===== src/rtl/gmii_tx_pkg.sv =====
`default_nettype none
// ============================================================================
// Module   : gmii_tx_pkg
// Brief    : Shared types and constants for the GMII transmit scheduler.
// Revision : 1.0 - initial release
// ============================================================================
package gmii_tx_pkg;

    typedef enum logic [2:0] {
        ST_IDLE       = 3'd0,
        ST_GRANT      = 3'd1,
        ST_WAIT_START = 3'd2,
        ST_ACTIVE     = 3'd3,
        ST_GAP        = 3'd4
    } sched_state_t;

    localparam logic [7:0] c_pkt_video = 8'h00;
    localparam logic [7:0] c_pkt_audio = 8'h01;

    localparam int c_aux_bytes_def = 49;
    localparam int c_frame_cnt_w   = 16;
    localparam int c_aud_len_w     = 12;
    localparam int c_timer_w       = 5;
    localparam int c_vid_run_w     = 3;

endpackage
`default_nettype wire


===== src/rtl/tx_sched_timer.sv =====
`default_nettype none
// ============================================================================
// Module   : tx_sched_timer
// Brief    : Loadable down-counter with zero flag; holds at zero.
// Revision : 1.0 - initial release
// ============================================================================
module tx_sched_timer
    import gmii_tx_pkg::*;
#(
    parameter int WIDTH = c_timer_w
) (
    input  logic             clk,
    input  logic             rst_n,
    input  logic             i_load,
    input  logic [WIDTH-1:0] i_load_val,
    input  logic             i_dec,
    output logic [WIDTH-1:0] o_count,
    output logic             o_zero
);

    logic [WIDTH-1:0] r_count;

    always_ff @(posedge clk or negedge rst_n) begin
        if (!rst_n) begin
            r_count <= '0;
        end else if (i_load) begin
            r_count <= i_load_val;
        end else if (i_dec && (r_count != '0)) begin
            r_count <= r_count - 1'b1;
        end
    end

    assign o_count = r_count;
    assign o_zero  = (r_count == '0);

endmodule
`default_nettype wire


===== src/rtl/gmii_tx_sched.sv =====
`default_nettype none
// ============================================================================
// Module   : gmii_tx_sched
// Brief    : Video/audio transmit arbiter with start timeout and frame gap.
// Revision : 1.0 - initial release
// ============================================================================
module gmii_tx_sched
    import gmii_tx_pkg::*;
#(
    parameter int MAX_VID_RUN   = 4,
    parameter int IFG_CYCLES    = 12,
    parameter int START_TIMEOUT = 16,
    parameter int AUX_BYTES     = c_aux_bytes_def
) (
    input  logic                     tx_clk,
    input  logic                     sys_rst_n,
    input  logic                     enable,
    input  logic                     vid_req,
    input  logic                     aud_req,
    input  logic [3:0]               aud_ade_num,
    input  logic                     tx_en,
    input  logic                     err_clr,
    output logic                     vid_go,
    output logic                     aud_go,
    output logic                     sel_audio,
    output logic [c_aud_len_w-1:0]   aud_len,
    output logic                     busy,
    output logic                     timeout_err,
    output logic [c_frame_cnt_w-1:0] vid_cnt,
    output logic [c_frame_cnt_w-1:0] aud_cnt
);

    localparam logic [c_timer_w-1:0]   c_start_load = c_timer_w'(START_TIMEOUT);
    localparam logic [c_timer_w-1:0]   c_ifg_load   = c_timer_w'(IFG_CYCLES);
    localparam logic [c_timer_w-1:0]   c_timer_one  = c_timer_w'(1);
    localparam logic [c_vid_run_w-1:0] c_max_run    = c_vid_run_w'(MAX_VID_RUN);
    localparam logic [c_aud_len_w-1:0] c_aux_bytes  = c_aud_len_w'(AUX_BYTES);

    sched_state_t               r_state;
    sched_state_t               w_next_state;
    logic [7:0]                 r_pkt_type;
    logic [c_aud_len_w-1:0]     r_aud_len;
    logic [c_vid_run_w-1:0]     r_vid_run;
    logic                       r_timeout_err;
    logic [c_frame_cnt_w-1:0]   r_vid_cnt;
    logic [c_frame_cnt_w-1:0]   r_aud_cnt;

    logic                       w_req_any;
    logic                       w_pick_audio;
    logic                       w_grant;
    logic                       w_start_timeout;
    logic                       w_frame_done;
    logic                       w_gap_done;
    logic [c_aud_len_w-1:0]     w_aud_len;
    logic                       w_tmr_load;
    logic [c_timer_w-1:0]       w_tmr_val;
    logic                       w_tmr_dec;
    logic [c_timer_w-1:0]       w_tmr_count;
    logic                       w_tmr_zero;

    assign w_req_any    = enable && (vid_req || aud_req);
    assign w_pick_audio = aud_req && (!vid_req || (r_vid_run >= c_max_run));
    assign w_grant      = (r_state == ST_IDLE) && w_req_any;
    assign w_aud_len    = c_aux_bytes * ({8'd0, aud_ade_num} + 12'd1);

    assign w_start_timeout = (r_state == ST_WAIT_START) && !tx_en && w_tmr_zero;
    assign w_frame_done    = (r_state == ST_ACTIVE) && !tx_en;
    // Leaving GAP as the timer reaches zero makes fall-to-go exactly IFG+2.
    assign w_gap_done      = (r_state == ST_GAP) && (w_tmr_count <= c_timer_one);

    tx_sched_timer #(
        .WIDTH (c_timer_w)
    ) u_timer (
        .clk        (tx_clk),
        .rst_n      (sys_rst_n),
        .i_load     (w_tmr_load),
        .i_load_val (w_tmr_val),
        .i_dec      (w_tmr_dec),
        .o_count    (w_tmr_count),
        .o_zero     (w_tmr_zero)
    );

    always_ff @(posedge tx_clk or negedge sys_rst_n) begin
        if (!sys_rst_n) begin
            r_state <= ST_IDLE;
        end else begin
            r_state <= w_next_state;
        end
    end

    always_comb begin
        w_next_state = r_state;
        case (r_state)
            ST_IDLE:       if (w_req_any) w_next_state = ST_GRANT;
            ST_GRANT:      w_next_state = ST_WAIT_START;
            ST_WAIT_START: begin
                if (tx_en)           w_next_state = ST_ACTIVE;
                else if (w_tmr_zero) w_next_state = ST_GAP;
            end
            ST_ACTIVE:     if (!tx_en) w_next_state = ST_GAP;
            ST_GAP:        if (w_gap_done) w_next_state = ST_IDLE;
            default:       w_next_state = ST_IDLE;
        endcase
    end

    always_comb begin
        vid_go     = 1'b0;
        aud_go     = 1'b0;
        busy       = (r_state != ST_IDLE);
        w_tmr_load = 1'b0;
        w_tmr_val  = c_ifg_load;
        w_tmr_dec  = 1'b0;
        case (r_state)
            ST_GRANT: begin
                vid_go     = !sel_audio;
                aud_go     = sel_audio;
                w_tmr_load = 1'b1;
                w_tmr_val  = c_start_load;
            end
            ST_WAIT_START: begin
                w_tmr_load = w_start_timeout;
                w_tmr_dec  = !tx_en;
            end
            ST_ACTIVE: w_tmr_load = !tx_en;
            ST_GAP:    w_tmr_dec  = 1'b1;
            default: ;
        endcase
    end

    always_ff @(posedge tx_clk or negedge sys_rst_n) begin
        if (!sys_rst_n) begin
            r_pkt_type    <= c_pkt_video;
            r_aud_len     <= '0;
            r_vid_run     <= '0;
            r_timeout_err <= 1'b0;
            r_vid_cnt     <= '0;
            r_aud_cnt     <= '0;
        end else begin
            if (w_grant) begin
                if (w_pick_audio) begin
                    r_pkt_type <= c_pkt_audio;
                    r_aud_len  <= w_aud_len;
                    r_vid_run  <= '0;
                end else begin
                    r_pkt_type <= c_pkt_video;
                    if (r_vid_run < c_max_run) r_vid_run <= r_vid_run + 1'b1;
                end
            end
            if (w_start_timeout) begin
                r_timeout_err <= 1'b1;
            end else if (err_clr) begin
                r_timeout_err <= 1'b0;
            end
            if (w_frame_done) begin
                if (sel_audio) r_aud_cnt <= r_aud_cnt + 1'b1;
                else           r_vid_cnt <= r_vid_cnt + 1'b1;
            end
        end
    end

    assign sel_audio   = (r_pkt_type == c_pkt_audio);
    assign aud_len     = r_aud_len;
    assign timeout_err = r_timeout_err;
    assign vid_cnt     = r_vid_cnt;
    assign aud_cnt     = r_aud_cnt;

endmodule
`default_nettype wire


===== config.mk =====
export PLATFORM = sky130hd
export DESIGN_NAME = gmii_tx_sched
export DESIGN_NICKNAME = d
export VERILOG_FILES = /design/src/rtl/gmii_tx_pkg.sv /design/src/rtl/tx_sched_timer.sv /design/src/rtl/gmii_tx_sched.sv
export SDC_FILE = /design/constraint.sdc
export NUM_CORES = 1
export LEC_CHECK = 0
export ABC_AREA = 1
export CAP_MARGIN = 20
export CORE_ASPECT_RATIO = 0.7
export CORE_UTILIZATION = 45
export DETAILED_ROUTE_END_ITERATION = 10
export HOLD_SLACK_MARGIN = 0.02
export MAX_ROUTING_LAYER = met4
export PLACE_DENSITY_LB_ADDON = 0.25
export SLEW_MARGIN = 0
export SYNTH_ARGS = -nofsm -noshare
export SYNTH_HDL_FRONTEND = slang
export SYNTH_SLANG_ARGS = --single-unit

===== constraint.sdc =====
create_clock -name tx_clk -period 1.65 [get_ports tx_clk]
set_clock_uncertainty 0.1 [all_clocks]
set_input_delay 0.2475 -clock tx_clk [delete_from_list [all_inputs] [get_ports tx_clk]]
set_output_delay 0.2475 -clock tx_clk [all_outputs]
set_load 0.005 [all_outputs]

# After elaboration in Yosys (flattened, before gate mapping)
# Index checks and enable logic that the tools add are counted.
[totals] regBits=64 input_bits=11 output_inout_bits=49
[classes] n_addsub=5 bitwise_logic=1 muxes=18 n_mul=1 order_cmp=3 n_reduce_logical=25 eq_ne=9
[op_table] op="$add 16x1->16 const B" count=2
[op_table] op="$mux 3" count=7
[op_table] op="$mux 5" count=3
[op_table] op="$pmux 3 s5" count=1
[op_table] op="$mul 6x5->11 const A" count=1
[op_table] op="$eq 8x1->1 const B" count=1
[op_table] op="$logic_and 1x1->1" count=8
[op_table] op="$reduce_and 2->1" count=4
[op_table] op="$eq 3x2->1 const B" count=2
[op_table] op="$ne 2x2->1 const B" count=3
[op_table] op="$reduce_bool 2->1" count=3
[op_table] op="$add 4x1->5 const B" count=1
[op_table] op="$le 5x1->1 const B" count=1
[op_table] op="$logic_not 5->1" count=1
[op_table] op="$mux 1" count=5
[op_table] op="$reduce_bool 5->1" count=1
[op_table] op="$sub 5x1->5 const B" count=1
[op_table] op="$reduce_and 4->1" count=1
[op_table] op="$add 3x1->3 const B" count=1
[op_table] op="$eq 3x1->1 const B" count=1
[op_table] op="$eq 3x3->1 const B" count=1
[op_table] op="$ge 3x3->1 const B" count=1
[op_table] op="$logic_not 1->1" count=3
[op_table] op="$logic_not 3->1" count=1
[op_table] op="7 further kinds" count=8

# Longest topological paths before layout
# Gate-level depths: netlist (run 1).
[depth] ltp_word=5 depth_mapped=15 ltp_nobuf=15

# By module
# A second synthesis (run 1) with hierarchy kept.
[hier_totals] cells_unflattened=471 area_unflattened_um2=3475.8
[by_module_without_submodules] module="gmii_tx_sched" area_each_um2=3140.5 n_inst=1 cells_per_inst=425
[by_module_without_submodules] module="tx_sched_timer" area_each_um2=335.3 n_inst=1 cells_per_inst=46

# Worst setup path before layout (run 1)
# OpenSTA, ideal clock, no wires.
[synth_path] path_kind="input-to-reg" startpoint="in aud_ade_num[0]" endpoint="reg r_aud_len[10], in the netlist aud_len[10]" path_slack_ns=-0.649 path_buffers=0 stages=14 t_arrival_ns=2.082 cell_sequence="nand2_1 inv_1 nand2_1 xor2_1 inv_1 ha_1 ha_1 ha_1 nand2_1 o21a_1 nand2_1 nand2_1 nand3_1 nand2_1"
[synth_via] elab_chain_len=2
[synth_rtl] element="start, declared" line="gmii_tx_sched.sv:20" text="input logic [3:0] aud_ade_num,"
[synth_rtl] element="$add 4x1->5" line="gmii_tx_sched.sv:64" text="assign w_aud_len = c_aux_bytes * ({8'd0, aud_ade_num} + 12'd1);"
[synth_rtl] element="$mul 6x5->11" line="gmii_tx_sched.sv:64"
[synth_rtl] element="end signal, assigned" line="gmii_tx_sched.sv:142" text="r_aud_len <= w_aud_len;"
[synth_rtl] element="end, declared" line="gmii_tx_sched.sv:42" text="logic [c_aud_len_w-1:0] r_aud_len;"
# Every way passes these cells.
# A chain may end at the register's enable or synchronous reset.

# Worst setup path in the final report (run 1)
[layout_path] startpoint="in aud_ade_num[1]" endpoint="reg r_aud_len[10], in the netlist aud_len[10]"
# Same word-level chain as after synthesis.

==> parameters.txt, run 1 <==
Parameter                              Value

Drt
  Number of DRC violations after detailed-routing iteration 0 ... 171
  Met2 wire length ... 4850 um
  Mean routed wirelength per cell ... 14.3 um
  Number of routed nets with antenna violations ... 0
  Met3 wire length ... 455 um
  Topmost layer with routed signal wires ... met4
  Metal1 wirelength ... 4540 um
  Number of remaining DRC errors ... 0
  Aggregate routed wire length ... 9940 um
  Count of TritonRoute iterations in the first routing pass ... 7
  Number of vias in the routed layout ... 3,505
  Number of vias per cell ... 5.06

Min path
  Hold Crit Class ... in2reg

Timing
  Transition time of the tightest slew-check pin ... 0.517 ns
  Remaining max-slew budget at the tightest pin ... 65.6%
  Clock period minus final worst setup slack ... 1.97 ns
  Timing-limited maximum frequency ... 508 MHz
  Setup TNS ... -1.45 ns
  Max Transition Viols Final ... 0
  Period Utilization, post-route ... 119%
  Worst hold slack after final layout ... 0.0513 ns
  Minimum setup slack in the final design ... -0.320 ns
  RSZ-0062 raised after global routing ... yes
  Final hold violation count ... 0
  Total of endpoints with negative setup slack in the final report ... 29

Synth
  Post-synthesis cell type count ... 29
  Synthesis warning total ... 0
  Post-synthesis instance area ... 0.00337 mm2
  Synthesized instance count ... 444
  Sequential cell area fraction in the yosys report ... 41.6%
  Number of synthesized flops with an enable pin ... 0
  Top-area cell type share of the netlist area ... 41.6%
  Register bit count reported by yosys ... 56
  Avg Cell Area, Syn ... 7.58 um2
  Syn Nets ... 473
  Leading register cell type out of synthesis ... sky130_fd_sc_hd__dfrtp_1
  Synth area leaders ... sky130_fd_sc_hd__dfrtp_1 (42%), sky130_fd_sc_hd__nand2_1 (18%), sky130_fd_sc_hd__ha_1 (6.7%), sky130_fd_sc_hd__nor2_1 (5.5%), sky130_fd_sc_hd__xor2_1 (5.2%)
  Most area-hungry cell type in the Yosys netlist ... sky130_fd_sc_hd__dfrtp_1
  Share of synthesized flip-flops with an asynchronous set or reset ... 100%

Pwr
  Fraction of power consumed by the clock network ... 13.0%
  Internal cell power ... 0.00368 W
  Max rail drop VDD ... 0.000671 V
  Combinational group share of total power ... 53.2%
  Reg power frac ... 33.8%
  Net Sw Frac ... 40.1%
  Standby leakage power ... 2.74 nW
  P per Cell Area ... 1150 mW/mm2
  Net Sw Power ... 0.00247 W

Layout
  Number of inserted filler cells in the final layout ... 456
  Highest-count cells in the layout ignoring fill and taps ... sky130_fd_sc_hd__nand2_1 (139), sky130_fd_sc_hd__buf_4 (72), sky130_fd_sc_hd__dfrtp_1 (50), sky130_fd_sc_hd__clkdlybuf4s50_1 (41), sky130_fd_sc_hd__nor2_1 (40)
  Share of layout cells above drive strength 1 ... 31.4%
  Design Area, Final ... 0.00534 mm2
  Diode insertion count for antenna repair ... 0
  Most common cell after layout, fill and taps aside ... sky130_fd_sc_hd__nand2_1
  Layout area overhead ... 58.6%
  Count of nets after finishing ... 627

Floorplan
  Number of top-level pins ... 60
  Floorplan die area ... 0.00784 mm2
  Cell Rows ... 25
  Initial Utilization ... 48.3%
  DIE HEIGHT ... 74.4 um
  Die width ... 105 um
  Std-Cell Core Area ... 0.00698 mm2

Clock network
  Clock root buffer ... sky130_fd_sc_hd__clkbuf_8
  Maximum level of the CTS H-tree ... 2
  Num CTS Buffers ... 5
  Clock tree from TritonCTS ... done
  Number of buffers on the longest clock path ... 2
  Number of sinks driven by the clock tree ... 56
  Register clock-pin slew on the reported worst setup and hold paths ... 0.10 ns
  Worst skew pair latency ... 0.32 ns

Setup path
  Crit path buffers/inverters ... 2
  Largest fanout on the critical path ... 3
  Nature of the critical path startpoint ... input port
  Critical path cell sequence ... buf_4 > ha_4 > xor2_2 > inv_1 > nor2_4 > ha_4 > ha_4 > nand2_4 > o21a_1 > nand2_1 > nand2_1 > nand3_1 > nand2_1
  Slowest Stage Delay on Critical Path ... 0.29 ns
  Family of cells with the greatest summed delay on the critical path ... adder cells
  Path type of the worst setup path ... in2reg
  Kind of capture point of the worst setup path ... flip-flop
  Data required time at the worst endpoint ... 1.77 ns
  CP max stage cell ... sky130_fd_sc_hd__ha_4
  Arrival time worst endpoint ... 2.09 ns

GRT
  GRT Residual Overflow ... 0
  Pin count of the biggest net entering global routing ... 23
  Via count of the first global-routing pass ... 3,143
  Initial antenna violation count ... 0
  Wire length of the first global-routing pass ... 14,700 um
  Global Route Usage Sum ... 24.7%

Job
  Count of max-cap constraint violations ... 0

Placed design
  Standard cell area after detailed placement ... 0.00448 mm2
  Final HPWL DP ... 6390 um
  Input/output buffers ... 58
  Routability cong. ... 0.881

Run status
  Result of the run ... finished with violations
  Failing checks ... negative setup slack
## synthesized netlist by cell type (2+ instances only)
library cell                 n
sky130_fd_sc_hd__nor2_2      2
sky130_fd_sc_hd__nand2_1   161
sky130_fd_sc_hd__and3_1      2
sky130_fd_sc_hd__nand4_1     9
sky130_fd_sc_hd__clkinv_1    2
sky130_fd_sc_hd__xnor2_1     8
sky130_fd_sc_hd__inv_1      44
sky130_fd_sc_hd__buf_6       2
sky130_fd_sc_hd__nor3_4      2
sky130_fd_sc_hd__a21oi_1     5
sky130_fd_sc_hd__nand3_1    26
sky130_fd_sc_hd__xor2_1     20
sky130_fd_sc_hd__nor2_1     49
sky130_fd_sc_hd__o21ai_0    16
sky130_fd_sc_hd__nand2_2     3
sky130_fd_sc_hd__dfrtp_1    56
sky130_fd_sc_hd__nor3_2      2
sky130_fd_sc_hd__nor3_1      5
sky130_fd_sc_hd__nand3b_1    3
sky130_fd_sc_hd__ha_1       18
## cell type report
type | instances | area (um2) | share of cell area (%)
Multi-Input combinational cell | 339 | 2170 | 40.6
Sequential cell | 56 | 1410 | 26.4
Timing Repair Buffer | 150 | 1360 | 25.5
Inverter | 46 | 190 | 3.56
Tap cell | 94 | 118 | 2.20
Clock buffer | 5 | 68.8 | 1.29
Clock inverter | 3 | 23.8 | 0.445
## layer usage
layer | up-vias | GRT usage [%]
met3 | 13 | 4.65
met2 | 118 | 39.4
met1 | 1664 | 33.0
met4 | 0 | 5.63
met5 | - | -
li1 | 1710 | -
## metrics by stage
step | worst slack, ns | cells | power [W] | util (%)
after floorplan | -0.404 | 444 | 0.00328 | -
after global placement | -1.05 | 639 | 0.00447 | 64.2
after detailed placement | -1.16 | 639 | 0.00458 | 64.2
after CTS | -0.244 | 661 | 0.00570 | 69.3
after global routing | -0.399 | 693 | 0.00658 | 76.6
final | -0.320 | 693 | 0.00616 | 76.6
## sequential cells by signal, indices dropped and copies added, names as in the netlist
name and flops:
aud_cnt 16, vid_cnt 16, aud_len 11, u_timer.o_count 5, r_state 3, r_vid_run 3
r_pkt_type 1, timeout_err 1
## worst paths after layout
kind | from | to | slack [ns] | cells after the start
min in group asynchronous | sys_rst_n | r_vid_run[0] | 0.31 | 2
max in group asynchronous | sys_rst_n | aud_cnt[13] | 0.62 | 3
hold reg to reg | aud_len[5] | aud_len[5] | 0.38 | 2
setup / recovery | aud_ade_num[1] | aud_len[10] | -0.32 | 13
hold / removal | aud_ade_num[0] | aud_len[0] | 0.05 | 2
setup reg to reg | r_state[2] | vid_cnt[10] | -0.09 | 10
## power by group through the flow
stage / clock [W] / combinational (W) / sequential (W)
floorplan: 0 / 0.00123 / 0.00205
global placement: 0 / 0.00244 / 0.00203
detailed placement: 0 / 0.00252 / 0.00206
CTS: 0.000824 / 0.00281 / 0.00207
global route: 0.000861 / 0.00359 / 0.00213
finish: 0.000801 / 0.00327 / 0.00208
## kinds of logic after synthesis
family	synth area share (%)
other cells	0.111
simple gates	34.2
xor+xnor	7.28
compound gates	3.98
fa+ha+maj	6.69
flops	41.6
buf+inv	6.17
## what timing repair did
item / CTS / global route
hold buffers: 1 / 0
buffers inserted: 13 / 31
hold endpoints to repair: 16 / 0
pin swaps: 23 / 30
resized for setup: 78 / 74
setup endpoints to repair: 32 / 68
cloned: 0 / 2
No activity file was read; power rests on OpenSTA's default activity.
==> run 2: changes to the inputs <==
--- a/config.mk
+++ b/config.mk
@@ -8,11 +8,12 @@
 export ABC_AREA = 1
 export CAP_MARGIN = 20
 export CORE_ASPECT_RATIO = 0.7
+export CORE_MARGIN = 2
 export CORE_UTILIZATION = 45
 export DETAILED_ROUTE_END_ITERATION = 10
 export HOLD_SLACK_MARGIN = 0.02
 export MAX_ROUTING_LAYER = met4
-export PLACE_DENSITY_LB_ADDON = 0.25
+export PLACE_DENSITY = 0.73
 export SLEW_MARGIN = 0
 export SYNTH_ARGS = -nofsm -noshare
 export SYNTH_HDL_FRONTEND = slang
==> parameters.txt, run 2 (synthesis gave the netlist of run 1 again) <==
Parameter                              Value

Run status
  Result of the run ... finished with violations
  Failing checks ... negative setup slack

Setup path
  Data required time at the worst endpoint ... 1.76 ns (about the same)
  Setup slack of the worst register-to-register path ... -0.02 ns (+0.07 ns)
  Kind of capture point of the worst setup path ... flip-flop
  Slowest Stage Delay on Critical Path ... 0.28 ns (about the same)
  Startpoint of the worst-slack reg-to-reg timing path ... r_state[0]
  Critical path cell sequence ... buf_8 > nand2_4 > inv_4 > nand2_4 > xor2_4 > inv_2 > ha_4 > ha_4 > ha_4 > nand2_4 > o21a_1 > nand2_1 > nand2_1 > nand3_1 > nand2_1
  Largest fanout on the critical path ... 4 (+1)
  Path type of the worst setup path ... in2reg
  Family of cells with the greatest summed delay on the critical path ... adder cells
  Reg2Reg Depth ... 9 (-1)
  Nature of the critical path startpoint ... input port
  Endpoint of the most critical register-to-register path ... u_timer.o_count[2]
  Crit path buffers/inverters ... 3 (+1)
  CP max stage cell ... sky130_fd_sc_hd__ha_4
  Arrival time worst endpoint ... 1.98 ns (-0.11 ns)

GRT
  Wire length of the first global-routing pass ... 14,500 um (-1.5%)
  Via count of the first global-routing pass ... 3,200 (+1.8%)
  Pin count of the biggest net entering global routing ... 57 (+150%)
  Initial antenna violation count ... 0 (unchanged)
  Global Route Usage Sum ... 22.4% (-2.3 points)
  GRT Residual Overflow ... 0 (unchanged)

Floorplan
  Initial Utilization ... 46.2% (-2.1 points)
  Std-Cell Core Area ... 0.00729 mm2 (+4.5%)
  Floorplan die area ... 0.00820 mm2 (+4.6%)
  Cell Rows ... 26 (+4.0%)
  Die width ... 107 um (+1.9%)
  Number of top-level pins ... 60 (unchanged)
  DIE HEIGHT ... 76.4 um (+2.7%)

Drt
  Count of TritonRoute iterations in the first routing pass ... 6 (-1)
  Number of vias per cell ... 5.01 (-1.0%)
  Number of routed nets with antenna violations ... 0 (unchanged)
  Number of remaining DRC errors ... 0 (unchanged)
  Mean routed wirelength per cell ... 13.7 um (-4.7%)
  Number of vias in the routed layout ... 3,459 (-1.3%)
  Aggregate routed wire length ... 9440 um (-5.0%)
  Number of DRC violations after detailed-routing iteration 0 ... 148 (-13%)

Pwr
  Standby leakage power ... 2.62 nW (-4.5%)
  Max rail drop VDD ... 0.000827 V (+23%)
  P per Cell Area ... 1180 mW/mm2 (+2.4%)
  Total power ... 0.00614 W (-0.24%)

Layout
  Share of layout cells above drive strength 1 ... 29.3% (-2.0 points)
  Final standard cell utilization of the core ... 71.4% (-5.2 points)
  Layout area overhead ... 54.5%
  Number of cells in the finished layout apart from fillers ... 691 (-0.29%)
  Most common cell after layout, fill and taps aside ... sky130_fd_sc_hd__nand2_1
  Count of nets after finishing ... 621 (-0.96%)
  Diode insertion count for antenna repair ... 0 (unchanged)
  Highest-count cells in the layout ignoring fill and taps ... sky130_fd_sc_hd__nand2_1 (152), sky130_fd_sc_hd__buf_4 (74), sky130_fd_sc_hd__clkdlybuf4s50_1 (46), sky130_fd_sc_hd__dfrtp_1 (43)

Min path
  Hold path startpoint ... aud_ade_num[0]
  Endpoint of the worst hold path ... aud_len[0]
  Hold depth ... 3 (+1)
  Hold Crit Class ... in2reg

Timing
  Final hold violation count ... 0 (unchanged)
  RSZ-0062 raised after global routing ... yes
  Max Transition Viols Final ... 0 (unchanged)
  Total of endpoints with negative setup slack in the final report ... 6 (-79%)
  Period Utilization, post-route ... 113% (-6.2 points)
  Clock period minus final worst setup slack ... 1.87 ns (-0.102 ns)
  Timing-limited maximum frequency ... 536 MHz (+5.5%)
  Minimum setup slack in the final design ... -0.217 ns (+0.102 ns)

Placed design
  Routability cong. ... 0.882 (about the same)
  Final HPWL DP ... 6080 um (-4.9%)
  Input/output buffers ... 58 (unchanged)
  Placed Instances ... 640 (+0.16%)

Clock network
  Clock root buffer ... sky130_fd_sc_hd__clkbuf_8
  Number of sinks driven by the clock tree ... 56 (unchanged)
  Num CTS Buffers ... 5 (unchanged)
  Maximum level of the CTS H-tree ... 2 (unchanged)
  Register clock-pin slew on the reported worst setup and hold paths ... 0.11 ns (about the same)
  Clock tree from TritonCTS ... done
  Worst skew pair latency ... 0.31 ns (about the same)
  Number of buffers on the longest clock path ... 2 (unchanged)

Job
  Count of max-cap constraint violations ... 0 (unchanged)
## run 2: cell types whose count changed in the layout (fill, tap and decap cells not counted), sizes merged
cell,previous run,this run
dlygate4sd2,4,0
clkdlybuf4s15,1,0
clkdlybuf4s50,41,46
buf,97,93
clkinv,1,3
clkinvlp,4,2
nand2,165,164
dlymetal6s2s,5,4
## run 2: worst max path at each step
stage | startpoint | to | slack, ns | cells past startpoint
after floorplan | aud_ade_num[0] | aud_len[10] | -0.40 | 15
after detailed placement | aud_ade_num[0] | aud_len[10] | -1.14 | 16
after CTS | aud_ade_num[0] | aud_len[10] | -0.20 | 15
after global routing | aud_ade_num[0] | aud_len[10] | -0.35 | 16
final | aud_ade_num[2] | aud_len[10] | -0.22 | 15
after global placement | aud_ade_num[0] | aud_len[10] | -1.04 | 16
## run 2: where the power goes
group	internal, W	switching, W
Combinational	0.00167	0.00161
Clock	0.000337	0.000457
Sequential	0.00174	0.000322
Total	0.00375	0.00239
## run 2: layout make-up
type	count	area, um2
timing repair buffer	144	1280
clock buffer	6	82.6
tap	98	123
timing repair inverter	1	7.51
sequential	56	1420
clock inverter	2	10.0
fill	539	2080
multi-input combinational	338	2100
inverter	46	185
## run 2: worst register-to-register path, cell delays in order, from the launching register on
cell and delay, ns:
sky130_fd_sc_hd__dfrtp_2 0.49, sky130_fd_sc_hd__nand2_2 0.11, sky130_fd_sc_hd__nor3_4 0.05, sky130_fd_sc_hd__buf_6 0.14, sky130_fd_sc_hd__buf_6 0.12, sky130_fd_sc_hd__buf_4 0.14
sky130_fd_sc_hd__a21oi_4 0.14, sky130_fd_sc_hd__o21ai_0 0.14, sky130_fd_sc_hd__nand2_2 0.10, sky130_fd_sc_hd__nand2_1 0.05
## run 2: metal layers
metal | vias up | global-route usage (%) | part of all wire (%)
met1 | 1655 | 30.1 | 45
li1 | 1702 | - | -
met4 | 0 | 4.87 | 1.3
met3 | 13 | 3.17 | 4.2
met2 | 89 | 36.4 | 50
met5 | - | - | 0
## run 2: repair_timing
action | CTS | global route
cloned | 0 | 1
gates resized for setup | 80 | 47
endpoints found under the hold margin | 56 | 0
endpoints found under the setup margin | 30 | 64
pin swaps | 29 | 25
setup buffers | 17 | 27
hold buffers | 1 | 0
## run 2: metrics by stage
step	hold slack, ns	instance area, um2	worst slack [ns]	setup TNS [ns]
3_3_place_gp	0.175	4450	-1.04	-10.67
4_1_cts	0.161	4860	-0.204	-0.577
2_1_floorplan	-0.148	3440	-0.404	-0.841
5_1_grt	0.185	5200	-0.346	-1.77
3_5_place_dp	0.176	4450	-1.14	-13.07
6_report	0.166	5200	-0.217	-0.692
==> run 3: changes to the inputs <==
--- a/config.mk
+++ b/config.mk
@@ -13,8 +13,9 @@
 export DETAILED_ROUTE_END_ITERATION = 10
 export HOLD_SLACK_MARGIN = 0.02
 export MAX_ROUTING_LAYER = met4
-export PLACE_DENSITY = 0.73
+export PLACE_DENSITY = 0.72
 export SLEW_MARGIN = 0
 export SYNTH_ARGS = -nofsm -noshare
 export SYNTH_HDL_FRONTEND = slang
+export SYNTH_HIERARCHICAL = 1
 export SYNTH_SLANG_ARGS = --single-unit
==> parameters.txt, run 3 <==
Parameter                              Value

Placed design
  Standard cell area after detailed placement ... 0.00468 mm2 (+5.1%)
  Routability cong. ... 0.859 (-2.6%)
  Worst setup timing slack at the placement stage ... -1.05 ns (+0.0860 ns)
  Input/output buffers ... 58 (unchanged)
  Final HPWL DP ... 6450 um (+6.2%)

Setup path
  Largest fanout on the critical path ... 3 (-1)
  Critical path cell sequence ... buf_8 > buf_6 > ha_4 > and3_4 > ha_4 > ha_4 > ha_4 > nand2_2 > nor2_1 > nor2_1 > nand2_1 > nand2_1 > nand3_1 > nand2_1
  Kind of capture point of the worst setup path ... flip-flop
  Arrival time worst endpoint ... 1.98 ns (about the same)
  Cell mode on critical path ... sky130_fd_sc_hd__ha_4
  Nature of the critical path startpoint ... input port
  CP max stage cell ... sky130_fd_sc_hd__ha_4
  Slowest Stage Delay on Critical Path ... 0.27 ns (about the same)
  Setup slack of the worst register-to-register path ... 0.05 ns (+0.07 ns)
  Data required time at the worst endpoint ... 1.75 ns (about the same)
  Path type of the worst setup path ... in2reg

Drt
  Number of vias in the routed layout ... 3,459 (unchanged)
  Number of DRC violations after detailed-routing iteration 0 ... 156 (+5.4%)
  Number of routed nets with antenna violations ... 0 (unchanged)
  Count of TritonRoute iterations in the first routing pass ... 4 (-2)
  Number of vias per cell ... 4.92 (-1.7%)
  Number of remaining DRC errors ... 0 (unchanged)
  Aggregate routed wire length ... 8780 um (-6.9%)
  Mean routed wirelength per cell ... 12.5 um (-8.5%)

Floorplan
  DIE HEIGHT ... 77.5 um (+1.5%)
  Cell Rows ... 26 (unchanged)
  Floorplan die area ... 0.00845 mm2 (+3.1%)
  Initial Utilization ... 47.1% (+0.86 points)
  Number of top-level pins ... 60 (unchanged)
  Die width ... 109 um (+1.5%)
  Std-Cell Core Area ... 0.00738 mm2 (+1.3%)

Pwr
  Combinational group share of total power ... 55.7% (+2.2 points)
  Standby leakage power ... 2.48 nW (-5.3%)
  Net Sw Frac ... 39.3% (+0.43 points)
  Net Sw Power ... 0.00282 W (+18%)
  Max rail drop VDD ... 0.000930 V (+12%)
  Internal cell power ... 0.00436 W (+16%)
  Reg power frac ... 33.1% (-0.5 points)
  Total power ... 0.00718 W (+17%)
  Fraction of power consumed by the clock network ... 11.2% (-1.7 points)
  P per Cell Area ... 1400 mW/mm2 (+19%)

Timing
  Max Transition Viols Final ... 0 (unchanged)
  Clock period minus final worst setup slack ... 1.88 ns (+0.00856 ns)
  Minimum setup slack in the final design ... -0.226 ns (-0.00856 ns)
  Total of endpoints with negative setup slack in the final report ... 6 (unchanged)
  RSZ-0062 raised after global routing ... yes
  Final hold violation count ... 0 (unchanged)
  Timing-limited maximum frequency ... 533 MHz (-0.46%)
  Worst hold slack after final layout ... 0.198 ns (+0.0324 ns)
  Period Utilization, post-route ... 114% (+0.52 points)

Clock network
  Maximum level of the CTS H-tree ... 2 (unchanged)
  Clock root buffer ... sky130_fd_sc_hd__clkbuf_8
  Register clock-pin slew on the reported worst setup and hold paths ... 0.09 ns (-0.02 ns)
  Worst skew pair latency ... 0.30 ns (about the same)
  Clock tree from TritonCTS ... done
  Number of buffers on the longest clock path ... 2 (unchanged)
  Number of sinks driven by the clock tree ... 56 (unchanged)
  Num CTS Buffers ... 5 (unchanged)

Synth
  Synth area leaders ... sky130_fd_sc_hd__dfrtp_1 (40%), sky130_fd_sc_hd__nand2_1 (18%), sky130_fd_sc_hd__ha_1 (5.8%), sky130_fd_sc_hd__inv_1 (5.4%), sky130_fd_sc_hd__nor2_1 (5.4%)
  Top-area cell type share of the netlist area ... 40.3% (-1.3 points)
  Most used standard cell by instance count after synthesis ... sky130_fd_sc_hd__nand2_1
  Share of synthesized flip-flops with an asynchronous set or reset ... 100% (unchanged)
  Post-synth top cells ... sky130_fd_sc_hd__nand2_1 (165), sky130_fd_sc_hd__dfrtp_1 (56), sky130_fd_sc_hd__inv_1 (50), sky130_fd_sc_hd__nor2_1 (50), sky130_fd_sc_hd__nand3_1 (27)
  Number of synthesized flops with an enable pin ... 0 (unchanged)
  Post-synthesis instance area ... 0.00348 mm2 (+3.2%)
  Register bit count reported by yosys ... 56 (unchanged)
  Most area-hungry cell type in the Yosys netlist ... sky130_fd_sc_hd__dfrtp_1
  Sequential cell area fraction in the yosys report ... 40.3% (-1.3 points)
  Leading register cell type out of synthesis ... sky130_fd_sc_hd__dfrtp_1
  Post-synthesis cell type count ... 34 (+17%)
  Synthesized instance count ... 471 (+6.1%)
  Avg Cell Area, Syn ... 7.38 um2 (-2.7%)
  Synthesis warning total ... 6 (+6)

GRT
  GRT met1 Usage ... 30.1% (about the same)
  Wire length of the first global-routing pass ... 14,400 um (-0.72%)
  Via count of the first global-routing pass ... 3,219 (+0.59%)
  Global-route track usage on met3 ... 3.19% (+0.028 points)
  GRT Residual Overflow ... 0 (unchanged)
  Initial antenna violation count ... 0 (unchanged)
  Pin count of the biggest net entering global routing ... 57 (unchanged)
  Most heavily used metal layer in global routing ... met2
  Global Route Usage Sum ... 21.5% (-0.87 points)
  Met2 Track Usage GR ... 33.5% (-2.9 points)

Job
  Count of max-cap constraint violations ... 0 (unchanged)

Run status
  Failing checks ... negative setup slack
  Result of the run ... finished with violations

Layout
  Highest-count cells in the layout ignoring fill and taps ... sky130_fd_sc_hd__nand2_1 (161), sky130_fd_sc_hd__buf_4 (66), sky130_fd_sc_hd__clkdlybuf4s50_1 (49), sky130_fd_sc_hd__dfrtp_1 (47), sky130_fd_sc_hd__nor2_1 (44)
  Final standard cell utilization of the core ... 69.3% (-2.1 points)
  Count of nets after finishing ... 632 (+1.8%)
  Diode insertion count for antenna repair ... 0 (unchanged)
  Design Area, Final ... 0.00512 mm2 (-1.7%)
  Share of layout cells above drive strength 1 ... 26.4% (-2.9 points)
  Most common cell after layout, fill and taps aside ... sky130_fd_sc_hd__nand2_1
  Layout area overhead ... 47.2%

Min path
  Hold Crit Class ... in2reg
[run 3: final cells by class]
class,instances,area [um2]
clock buffers,7,96.3
fillers,600,2270
inverters,57,226
multi-input cells,355,2120
flip-flops and latches,56,1410
well taps,98,123
repair buffers,130,1140
[run 3: timing repair]
action | in CTS | in global routing
endpoints found under the setup margin | 20 | 38
hold buffers | 1 | 0
resized for setup | 43 | 37
hold endpoints to repair | 56 | 0
setup buffers | 7 | 18
pin swaps | 20 | 19
[run 3: per-layer routing]
| layer | wire, um | up-vias |
|---|---|---|
| met5 | 0 | - |
| met4 | 47 | 0 |
| met3 | 412 | 7 |
| met2 | 4120 | 91 |
| met1 | 4200 | 1605 |
| li1 | - | 1756 |
[run 3: final timing paths]
path	startpoint	end	cells after the start
min in group asynchronous	sys_rst_n	aud_len[7]	3
min reg2reg	aud_len[6]	aud_len[6]	2
max	aud_ade_num[0]	aud_len[10]	14
max reg2reg	u_timer/o_count[1]	u_timer/o_count[3]	11
max in group asynchronous	sys_rst_n	r_pkt_type[0]	3
min	aud_ade_num[0]	aud_len[0]	3
[run 3: power groups by stage]
stage          Sequential, W  Clock [W]  Combinational [W]
2_1_floorplan        0.00235          0            0.00174
3_3_place_gp         0.00239          0            0.00332
3_5_place_dp         0.00240          0            0.00341
4_1_cts              0.00238   0.000831            0.00356
5_1_grt              0.00244   0.000884            0.00442
6_report             0.00238   0.000806            0.00400
[run 3: kinds of logic after synthesis]
logic type	synth area share, %
AO/OA/AOI/OAI	7.02
XOR/XNOR	5.04
adder cells (fa/ha/maj)	5.76
buffers and inverters	7.45
flip-flops	40.3
other	0.108
AND/OR/NAND/NOR	34.3
[run 3: critical path, delay by kind of cell]
family	cells	cell delay, ns
and+or+nand+nor	8	0.59
buffers and inverters	2	0.21
adders and majority gates	4	0.91
[run 3: per-stage QoR]
step                setup TNS, ns  std cells
global route                -1.30        703
floorplan                  -0.724        473
detailed placement          -7.07        670
CTS                        -0.567        685
global placement            -5.86        670
finish                     -0.642        703
